$ cat config.mk
export PLATFORM = sky130hd
export DESIGN_NAME = vga_timing_ctrl
export DESIGN_NICKNAME = d
export VERILOG_FILES = /design/src/rtl/vga_timing_ctrl.sv
export SDC_FILE = /design/constraint.sdc
export NUM_CORES = 1
export LEC_CHECK = 0
export BUFFER_PORTS_ARGS = -buffer_cell sky130_fd_sc_hd__buf_2
export CAP_MARGIN = 20
export CORE_UTILIZATION = 45
export DETAILED_ROUTE_END_ITERATION = 7
export PLACE_DENSITY_LB_ADDON = 0.25
export SLEW_MARGIN = 20
export SYNTH_ARGS = -nofsm -noshare
export SYNTH_HDL_FRONTEND = slang
export SYNTH_SLANG_ARGS = --single-unit
$ cat constraint.sdc
create_clock -name clk -period 1.7 [get_ports clk]
set_clock_uncertainty 0.1 [all_clocks]
set_input_delay 0.085 -clock clk [delete_from_list [all_inputs] [get_ports clk]]
set_output_delay 0.085 -clock clk [all_outputs]
set_load 0.05 [all_outputs]
$ cat src/rtl/vga_timing_ctrl.sv
// VGA scan sequencer: pixel-clock divider, H/V counters, sync/active decode,
// and an IDLE/RUN/STOP handshake that only stops on a frame boundary.
module vga_timing_ctrl #(
   parameter int H_ACTIVE = 640,
   parameter int H_FP     = 16,
   parameter int H_SYNC   = 96,
   parameter int H_BP     = 48,
   parameter int V_ACTIVE = 480,
   parameter int V_FP     = 10,
   parameter int V_SYNC   = 2,
   parameter int V_BP     = 33,
   parameter int CLK_DIV  = 2,
   parameter int N        = 9
) (
   input  logic       clk,
   input  logic       rst,
   input  logic       en,
   output logic [N:0] countH,
   output logic [N:0] countV,
   output logic       pix_tick,
   output logic       hsync,
   output logic       vsync,
   output logic       video_on,
   output logic       frame_end,
   output logic       busy
);

   localparam int H_TOTAL = H_ACTIVE + H_FP + H_SYNC + H_BP;
   localparam int V_TOTAL = V_ACTIVE + V_FP + V_SYNC + V_BP;
   localparam int CW      = N + 1;
   localparam int DW      = (CLK_DIV > 1) ? $clog2(CLK_DIV) : 1;

   localparam logic [DW-1:0] DIV_LAST = DW'(CLK_DIV - 1);
   localparam logic [DW-1:0] DIV_ONE  = DW'(1);
   localparam logic [N:0]    C_ONE    = CW'(1);
   localparam logic [N:0]    H_LAST   = CW'(H_TOTAL - 1);
   localparam logic [N:0]    V_LAST   = CW'(V_TOTAL - 1);
   localparam logic [N:0]    H_VIS    = CW'(H_ACTIVE);
   localparam logic [N:0]    V_VIS    = CW'(V_ACTIVE);
   localparam logic [N:0]    HS_BEG   = CW'(H_ACTIVE + H_FP);
   localparam logic [N:0]    HS_END   = CW'(H_ACTIVE + H_FP + H_SYNC);
   localparam logic [N:0]    VS_BEG   = CW'(V_ACTIVE + V_FP);
   localparam logic [N:0]    VS_END   = CW'(V_ACTIVE + V_FP + V_SYNC);

   localparam logic [1:0] IDLE = 2'd0;
   localparam logic [1:0] RUN  = 2'd1;
   localparam logic [1:0] STOP = 2'd2;

   logic [1:0]    state;
   logic [1:0]    state_nxt;
   logic [DW-1:0] div;
   logic          active;
   logic          h_wrap;
   logic          v_wrap;

   assign active    = (state != IDLE);
   assign busy      = active;
   assign pix_tick  = active && (div == DIV_LAST);
   assign h_wrap    = (countH == H_LAST);
   assign v_wrap    = (countV == V_LAST);
   assign frame_end = pix_tick && h_wrap && v_wrap;

   assign hsync    = ~(active && (countH >= HS_BEG) && (countH < HS_END));
   assign vsync    = ~(active && (countV >= VS_BEG) && (countV < VS_END));
   assign video_on = active && (countH < H_VIS) && (countV < V_VIS);

   // A renewed request in STOP wins over the frame boundary so back-to-back frames never gap
   always_comb begin
      state_nxt = state;
      case (state)
         IDLE:    if (en) state_nxt = RUN;
         RUN:     if (!en) state_nxt = STOP;
         STOP:    if (en) state_nxt = RUN;
                  else if (frame_end) state_nxt = IDLE;
         default: state_nxt = IDLE;
      endcase
   end

   always_ff @(posedge clk or negedge rst) begin
      if (!rst) begin
         state  <= IDLE;
         div    <= '0;
         countH <= '0;
         countV <= '0;
      end else begin
         state <= state_nxt;
         if (!active || (div == DIV_LAST)) div <= '0;
         else                              div <= div + DIV_ONE;
         // Leaving STOP coincides with frame_end, so the wrap below already returns the counters to 0
         if (!active) begin
            countH <= '0;
            countV <= '0;
         end else if (pix_tick) begin
            if (h_wrap) begin
               countH <= '0;
               if (v_wrap) countV <= '0;
               else        countV <= countV + C_ONE;
            end else begin
               countH <= countH + C_ONE;
            end
         end
      end
   end

endmodule

==> metrics <==
input/output buffers=28; Main synth FF type=dfrtp_1; Die X=57.13 um; initial antenna violation count=0; least setup slack across all paths after layout=-0.4636 ns; R2R Setup Slk=-0.31 ns; Detailed Routing Iterations Pass 1=6; area taken by multi-input logic gates=884.6 sq um; CORE AREA=2829 sq um; top area cells in the synthesized netlist=dfrtp_1, nand3_1, a31oi_1; post-synthesis share of cell area spent on xor and xnor gates=3.843%; layer with the highest usage after global routing=met2; GRT met3 Usage=2.948%; CTS Sinks=23; Detailed Place HPWL=2.663 mm; overall die area=3263 sq um; multiplexer area fraction after synthesis=0.8234%; minimum period implied by the final worst setup slack=2.164 ns; CP endpoint kind=output pin; count of synthesis-stage warnings from yosys=0; global route overflow=0; total CTS buffers=3; largest incremental delay on the critical path=0.45 ns; mean cell area of the mapped netlist=9.117 sq um; post-synth top area share=42.09%; class of the tightest hold or removal check=input port to asynchronous set/reset pin; die span in y=57.13 um; Tightest Pin Transition=0.5287 ns; antenna cells=0; Post-Place Cells=233; power per cell area=536.0 nW/um^2; synthesis-stage register bit count=23; clock insertion delay at the later pin of the skew report=0.31 ns; Total Wirelength=4.211 mm; failing checks=design-rule violations, negative setup slack; final antenna-violating net count=0; final number of max-transition violations=0; critical setup path kind=register to output pin; total standard cell area after synthesis=1368 sq um; I/O pin cnt=29; number of synthesized flops with an enable pin=0; pin count of the biggest net entering global routing=24; Static Leak=0.9686 nW; global-route track usage on met2=46.55%; number of standard cells after synthesis=150; initial standard-cell utilization of the core=48.34%; share of the synthesized area in compound gates (AO/OA/AOI/OAI)=17.02%; final cycle utilization of the critical path=127.3%; adder and majority cell fraction of the synthesized area=4.575%; asr flop ratio synth=100.0%; leading cell type by number of instances after synthesis=dfrtp_1; area share of and/or/nand/nor cells after synthesis=26.62%; Vias/cell=6.065; WL per Instance=17.05 um; number of DRC markers after the initial detailed-route iteration=89; H-tree levels=1; worst supply voltage drop on vdd=0.0005114 V; number of rows in the core area=19; GPL Wtd Cong=0.8615; highest-delay cell along the critical path=or4_4; fmax=0.4622 GHz; max-capacitance violation count=0; post-layout total power=0.001134 W; Slew HR=64.76%; FF/Latch Area=593.1 sq um; dominant combinational cell family by area after synthesis=simple AND/OR/NAND/NOR gates; most frequent cells after synthesis=dfrtp_1, nand3_1, nor2_1; buffer cell driving the clock tree root=clkbuf_4; series of cell instances along the critical path=or3_1, or4_4, nor2b_4, and2_4, buf_8; number of library cell types mapped by synthesis=39; clock slew seen by the registers of the worst setup and hold paths=0.14 ns; global-route wire length before repair=6.499 mm; Worst Path Max Fanout=2; clock tree from TritonCTS=done; total count of hold-check failures in the final report=0; unrepaired setup endpoints after global routing=yes; synthesized net count=158; sequential cell area fraction in the yosys report=42.09%; total via count after detailed routing=1498; via count of the first global-routing pass=1385; kind of launch point of the worst setup path=register; number of fill cells=206; met1 demand-to-capacity share in global routing=32.08%; net count reported at finish=225; status=finished, violations left; top cell type by total area after synthesis=dfrtp_1; proportion of layout cells with a drive suffix above 1=51.85%; required time of the worst setup path=1.51 ns; final count of negative-setup-slack endpoints=14; Overall Global Routing Usage=26.23%; DRC errors left=2; data arrival time of the worst path=1.98 ns; count of placed standard cells in the final layout, fillers left out=247; area delta synth->final=54.71%; post-route setup TNS=-3.000 ns; maximum number of buffers from clock root to sink=2
[cells in the final DEF (no fill, tap or decap), types with 4 or more instances in the layout]
cell,synthesis,routed
inv_1,9,5
buf_6,1,9
buf_4,1,28
nor3_1,6,5
nor2_1,11,10
xor2_1,4,4
buf_2,1,24
dfrtp_2,0,14
dfrtp_1,23,9
inv_2,0,4
a31oi_1,10,8
nand2_1,10,10
nand4_1,6,6
nand3_1,14,10
[layer usage]
metal,wire [um],vias up
li1,-,694
met1,1667,723
met2,2227,71
met3,190,10
met4,126,0
met5,0,-
[cell families (layout without fill, tap and decap cells)]
family                   after synthesis  in the layout
AND/OR/NAND/NOR                       67             67
AO/OA/AOI/OAI                         33             33
flip-flops                            23             23
buffers and inverters                 15             81
XOR/XNOR                               6              6
adder cells (fa/ha/maj)                5              5
multiplexers                           1              1
[flip-flops by register name, summed over array words and instances (netlist names)]
| signal | cells |
|---|---|
| countV | 10 |
| div | 1 |
| countH | 10 |
| state | 2 |
[what timing repair did]
item	4_1_cts	5_1_grt
endpoints found under the setup margin	16	21
hold buffers	2	0
pin swaps	4	14
cloned	1	0
resized for setup	24	22
endpoints found under the hold margin	25	0
buffers inserted	4	5
[final timing paths]
path / start / to / cells after the start
min in group clk: en / state[1] / 3
hold / removal: rst / countV[6] / 2
setup / recovery: countV[6] / frame_end / 5
max in group asynchronous: rst / countV[0] / 2
setup reg to reg: countV[6] / countV[6] / 6
hold reg to reg: div / state[1] / 1
[where the power goes]
group          total (W)  internal, W  switching (W)
logic           0.000292     0.000102       0.000190
registers       0.000587     0.000569      0.0000172
clock network   0.000256    0.0000879       0.000168
total            0.00113     0.000759       0.000375
[worst max-delay path, delay by kind of cell (launching register included)]
kind | cells | cell delay, ns
buf+inv | 1 | 0.13
flops | 1 | 0.43
simple gates | 4 | 1.10
[metrics by stage]
| stage | utilization (%) | instance area, sq um | setup slack (ns) | hold slack, ns |
|---|---|---|---|---|
| CTS | 70.81 | 2003 | -0.4570 | 0.1656 |
| finish | 74.79 | 2116 | -0.4636 | 0.1605 |
| global route | 74.79 | 2116 | -0.5203 | 0.2074 |
| global placement | 64.04 | 1812 | -0.2181 | -0.02220 |
| detailed placement | 64.04 | 1812 | -0.2342 | -0.007644 |
| floorplan | - | 1443 | -0.3255 | -0.3106 |
[final cells by class]
cell class                      instances  area share (%)
Clock buffer                            3           1.064
Clock inverter                          1          0.2365
Inverter                               10           2.011
Multi-Input combinational cell        112           41.81
Sequential cell                        23           28.03
Tap cell                               31           1.833
Timing Repair Buffer                   67           25.01
(Power assumes the default switching activity.)
